$ cat config.mk
export PLATFORM = sky130hd
export DESIGN_NAME = ps2_kbd_rx
export DESIGN_NICKNAME = d
export VERILOG_FILES = /design/src/rtl/ps2_pkg.sv /design/src/rtl/ps2_byte_fifo.sv /design/src/rtl/ps2_kbd_rx.sv
export SDC_FILE = /design/constraint.sdc
export NUM_CORES = 1
export LEC_CHECK = 0
export BUFFER_PORTS_ARGS = -buffer_cell sky130_fd_sc_hd__buf_4
export CAP_MARGIN = 30
export CORE_MARGIN = 2
export CORE_UTILIZATION = 30
export DETAILED_ROUTE_END_ITERATION = 8
export MAX_ROUTING_LAYER = met4
export SLEW_MARGIN = 20
export SYNTH_ARGS = -nofsm -noshare
export SYNTH_HDL_FRONTEND = slang
export SYNTH_SLANG_ARGS = --single-unit
export TNS_END_PERCENT = 50
$ cat constraint.sdc
create_clock -name clk -period 2.4 [get_ports clk]
set_input_delay 0.36 -clock clk [delete_from_list [all_inputs] [get_ports clk]]
set_output_delay 0.36 -clock clk [all_outputs]
set_load 0.05 [all_outputs]
$ cat src/rtl/ps2_pkg.sv
// Shared PS/2 frame layout constants and well-known scan-code prefixes.
package ps2_pkg;

   localparam int PS2_FRAME_BITS = 11;

   localparam int START  = 0;
   localparam int PARITY = 9;
   localparam int STOP   = 10;

   localparam logic [7:0] SC_BREAK  = 8'hF0;
   localparam logic [7:0] SC_EXTEND = 8'hE0;

endpackage

$ cat src/rtl/ps2_byte_fifo.sv
// Small registered byte FIFO with wrap-bit pointers; head byte shown combinationally.
module ps2_byte_fifo #(
   parameter int FIFO_DEPTH = 8
) (
   input  logic       clk,
   input  logic       rst_n,
   input  logic       push,
   input  logic [7:0] din,
   input  logic       pop,
   output logic [7:0] dout,
   output logic       empty,
   output logic       full
);

   localparam int AW = $clog2(FIFO_DEPTH);

   logic [7:0]  mem_q [FIFO_DEPTH];
   logic [7:0]  mem_d [FIFO_DEPTH];
   logic [AW:0] wr_ptr_q, wr_ptr_d;
   logic [AW:0] rd_ptr_q, rd_ptr_d;
   logic        do_push;
   logic        do_pop;

   assign empty = (wr_ptr_q == rd_ptr_q);
   assign full  = (wr_ptr_q[AW] != rd_ptr_q[AW]) &&
                  (wr_ptr_q[AW-1:0] == rd_ptr_q[AW-1:0]);
   assign dout  = mem_q[rd_ptr_q[AW-1:0]];

   // A pop frees a slot in the same cycle, so a full FIFO may still accept a push.
   assign do_pop  = pop & ~empty;
   assign do_push = push & (~full | do_pop);

   always_comb begin
      mem_d    = mem_q;
      wr_ptr_d = wr_ptr_q;
      rd_ptr_d = rd_ptr_q;
      if (do_push) begin
         mem_d[wr_ptr_q[AW-1:0]] = din;
         wr_ptr_d = wr_ptr_q + 1'b1;
      end
      if (do_pop) begin
         rd_ptr_d = rd_ptr_q + 1'b1;
      end
   end

   always_ff @(posedge clk or negedge rst_n) begin
      if (!rst_n) begin
         for (int i = 0; i < FIFO_DEPTH; i++) begin
            mem_q[i] <= 8'h00;
         end
         wr_ptr_q <= '0;
         rd_ptr_q <= '0;
      end else begin
         mem_q    <= mem_d;
         wr_ptr_q <= wr_ptr_d;
         rd_ptr_q <= rd_ptr_d;
      end
   end

endmodule

$ cat src/rtl/ps2_kbd_rx.sv
// PS/2 keyboard receiver: synchronise, collect 11-bit frames, check them, buffer bytes.
module ps2_kbd_rx
   import ps2_pkg::*;
#(
   parameter int FIFO_DEPTH     = 8,
   parameter int TIMEOUT_CYCLES = 50000
) (
   input  logic       clk,
   input  logic       clrn,
   input  logic       ps2_clk,
   input  logic       ps2_data,
   input  logic       nextdata_n,
   output logic [7:0] data,
   output logic       ready,
   output logic       overflow,
   output logic       frame_err
);

   localparam int            TW     = $clog2(TIMEOUT_CYCLES + 1);
   localparam logic [TW-1:0] TO_MAX = TW'(TIMEOUT_CYCLES);

   logic [2:0]                clk_sync_q, clk_sync_d;
   logic [1:0]                dat_sync_q, dat_sync_d;
   logic [PS2_FRAME_BITS-1:0] shift_q, shift_d;
   logic [3:0]                count_q, count_d;
   logic [TW-1:0]             to_q, to_d;
   logic                      overflow_q, overflow_d;
   logic                      frame_err_q, frame_err_d;

   logic                      fall;
   logic                      bit_in;
   logic [PS2_FRAME_BITS-1:0] frame;
   logic                      frame_ok;
   logic                      push;
   logic                      pop;
   logic                      empty;
   logic                      full;

   // Data takes two flops so it lines up with the clock sample used for the edge.
   assign fall   = clk_sync_q[2] & ~clk_sync_q[1];
   assign bit_in = dat_sync_q[1];

   // The frame as it will look once the current bit is shifted in.
   assign frame    = {bit_in, shift_q[PS2_FRAME_BITS-1:1]};
   assign frame_ok = ~frame[START] & frame[STOP] & (^frame[8:1] ^ frame[PARITY]);

   assign pop = ~nextdata_n & ready;

   always_comb begin
      clk_sync_d  = {clk_sync_q[1:0], ps2_clk};
      dat_sync_d  = {dat_sync_q[0], ps2_data};
      shift_d     = shift_q;
      count_d     = count_q;
      to_d        = '0;
      push        = 1'b0;
      frame_err_d = 1'b0;
      if (fall) begin
         shift_d = frame;
         if (count_q == 4'(STOP)) begin
            count_d     = 4'd0;
            push        = frame_ok;
            frame_err_d = ~frame_ok;
         end else begin
            count_d = count_q + 4'd1;
         end
      end else if (count_q != 4'd0) begin
         // A stalled partial frame is abandoned without flagging an error.
         if (to_q == TO_MAX) begin
            count_d = 4'd0;
         end else begin
            to_d = to_q + 1'b1;
         end
      end
      overflow_d = overflow_q | (push & full & ~pop);
   end

   always_ff @(posedge clk or negedge clrn) begin
      if (!clrn) begin
         clk_sync_q  <= 3'b111;
         dat_sync_q  <= 2'b11;
         shift_q     <= '0;
         count_q     <= 4'd0;
         to_q        <= '0;
         overflow_q  <= 1'b0;
         frame_err_q <= 1'b0;
      end else begin
         clk_sync_q  <= clk_sync_d;
         dat_sync_q  <= dat_sync_d;
         shift_q     <= shift_d;
         count_q     <= count_d;
         to_q        <= to_d;
         overflow_q  <= overflow_d;
         frame_err_q <= frame_err_d;
      end
   end

   ps2_byte_fifo #(
      .FIFO_DEPTH(FIFO_DEPTH)
   ) u_fifo (
      .clk  (clk),
      .rst_n(clrn),
      .push (push),
      .din  (frame[8:1]),
      .pop  (pop),
      .dout (data),
      .empty(empty),
      .full (full)
   );

   assign ready     = ~empty;
   assign overflow  = overflow_q;
   assign frame_err = frame_err_q;

endmodule

==> results.json <==
{
  "status": "finished, final reports clean",
  "crit_required_ns": 2.62,
  "finalCritPeriodShare": 0.999,
  "grt_overflow": 0,
  "fin_worst_skew_ns": 0.00826,
  "setup_violations": 0,
  "critPathArrivalTime_ns": 2.62,
  "rows": 48,
  "final.min_clock_period_ns": 2.40,
  "htreeDepth": 3,
  "drtIter0Drc": 183,
  "gr-usage-met1": 0.172,
  "cp_num_buf_inv": 2,
  "nNetsFinal": 438,
  "routed-via-count": 3149,
  "worstSetupStartpointType": "register",
  "fin_ws_ns": 0.00198,
  "design_area_um2": 6210,
  "gp_congestion": 0.777,
  "area_delta_synth_final_pct": 20.0,
  "wl_per_cell_um": 16.0,
  "p_per_area_nw_per_um2": 803,
  "syn_avg_cell_area_um2": 13.3,
  "yosysMostFrequentCell": "dfrtp_1",
  "cts_made_buffers": 9,
  "grt_antenna_before_repair": 0,
  "synthTopCellsByCount": "dfrtp_1 (104), mux2_2 (75), nand2_1 (41), nor2_1 (21), xnor2_1 (17)",
  "grt_usage": 0.127,
  "drv_slew": 0,
  "crit_slowest_cell": "xnor3_2",
  "synth_cell_types": 39,
  "grt_first_pass_wirelength_mm": 17.4,
  "pre_cts_slack_ns": -0.0249,
  "fmax_ghz": 0.417,
  "netlist_area_um2": 5180,
  "crit_fanout": 8,
  "cts_tree": "done",
  "synth-edff-count": 0,
  "io_pins": 16,
  "critPathKind": "reg2reg",
  "ys_seq_elements": 109,
  "tightestPinTransition_ns": 0.525,
  "min-delay-path-class": "in2reg",
  "netlist_instances": 388,
  "grt_pass1_vias": 3215,
  "post_dp_cell_area_um2": 5710,
  "grt_max_degree": 60,
  "ys_seq_area_frac": 0.528,
  "fin_hold_ws_ns": 0.123,
  "drc": 0,
  "top_usage_layer": "met2",
  "die-area_um2": 18300,
  "diodes": 0,
  "synth_top_cells_by_area": "dfrtp_1 (50%), mux2_2 (16%), mux4_2 (7.0%)",
  "slowest_delay_ns": 0.50,
  "core_um2": 17100,
  "crit_chain": "xnor2_2, xnor3_2, a2111oi_4, buf_4, buf_12, o2111ai_4, mux2_4",
  "fillers": 1651,
  "synthesis.nets": 400,
  "drtPass1Iterations": 4,
  "synth_top_area_frac": 0.503,
  "ys_warn_count": 0,
  "vias_per_cell": 4.80,
  "relSlewSlack": 0.649,
  "cts_root_buf": "clkbuf_16",
  "finalSetupTns_ns": 0,
  "die_height_um": 135,
  "maxCapViolCount": 0,
  "yosysTopAreaCell": "dfrtp_1",
  "clk_latency_ns": 0.34,
  "crit_family": "XOR/XNOR gates",
  "dp_hpwl_mm": 6.99,
  "finalHoldViolCount": 0,
  "grtUsageMet3": 0.0239,
  "clkTransAtPathRegs_ns": 0.07,
  "ir_worst_vdd_v": 0.000373,
  "final_antenna_net_count": 0,
  "use_met2": 0.193,
  "drive_gt1_frac": 0.404,
  "initial_core_util": 0.303,
  "p_leak_nw": 2.86,
  "clock_sinks": 109,
  "grt_setup_unrepaired": "true",
  "io_buffers": 15,
  "die_w_um": 135,
  "endpoint_kind": "register",
  "dominantRegCellSynth": "dfrtp_1",
  "clock_path_buffers": 2,
  "routed_wl_mm": 10.5,
  "async_reset_ff_frac": 1.00
}
[metal layers]
layer	part of all wire	routed length [um]
met1	0.49	5090
met2	0.47	4970
met3	0.025	257
met4	0.014	151
met5	0	0
[repair_timing]
item | in CTS | in global routing
buffers inserted | 1 | 6
pin swaps | 1 | 4
hold endpoints to repair | 20 | 0
resized for setup | 3 | 10
hold buffers | 1 | 0
setup endpoints to repair | 10 | 68
cloned | 1 | 2
[flip-flops by register name, summed over array words and instances, names as in the netlist]
signal	cells
dat_sync_q	2
clk_sync_q	3
u_fifo.mem_q	64
u_fifo.rd_ptr_q	4
u_fifo.wr_ptr_q	4
to_q	16
shift_q	10
overflow	1
count_q	4
frame_err	1
[through the flow]
stage	utilization	total power [mW]	instances
2_1_floorplan	-	2.99	388
3_3_place_gp	0.335	3.34	629
3_5_place_dp	0.335	3.38	629
4_1_cts	0.356	4.94	648
5_1_grt	0.364	5.27	656
6_report	0.364	4.99	656
[report_power, final]
part / internal [mW] / switching [mW]
logic: 0.621 / 0.715
registers: 1.98 / 0.145
clock network: 0.873 / 0.659
total: 3.47 / 1.52
[final timing paths]
check,from,endpoint,slack [ns],depth (start not counted)
worst min register to register,dat_sync_q[0]$_DFF_PN1_,dat_sync_q[1]$_DFF_PN1_,0.36,0
min in group asynchronous,clrn,to_q[6]$_DFF_PN0_,0.47,2
worst max-delay path,shift_q[9]$_DFFE_PN0P_,u_fifo.mem_q[53]$_DFFE_PN0P_,0.002,7
worst max register to register,shift_q[9]$_DFFE_PN0P_,u_fifo.mem_q[53]$_DFFE_PN0P_,0.002,7
worst min-delay path,ps2_data,dat_sync_q[0]$_DFF_PN1_,0.12,1
max in group asynchronous,clrn,u_fifo.rd_ptr_q[0]$_DFFE_PN0P_,1.24,3
[logic make-up after synthesis]
group           after synthesis  synth area share
xor+xnor                     30            0.0604
simple gates                 98            0.0892
compound gates               24            0.0503
mux                          91             0.233
fa+ha+maj                     7            0.0169
flops                       109             0.528
buf+inv                      29            0.0222
[layout make-up]
class | count | area, um^2 | area share
inverters | 8 | 30.0 | 0.00483
clock inverters | 4 | 55.1 | 0.00886
well taps | 225 | 282 | 0.0453
multi-input cells | 251 | 2410 | 0.388
repair buffers | 47 | 444 | 0.0715
flip-flops and latches | 109 | 2740 | 0.440
clock buffers | 12 | 256 | 0.0413
[cell usage in the layout (no fill, tap or decap), types with 8 or more instances in the layout]
cell type,Yosys,routed
nand2_1,41,41
dfrtp_1,104,103
buf_4,0,39
inv_1,8,8
clkbuf_16,0,11
mux4_2,16,16
xor2_1,9,9
xnor2_1,17,16
nor2_1,21,21
mux2_2,75,73
No activity file was read; power rests on OpenSTA's default activity.
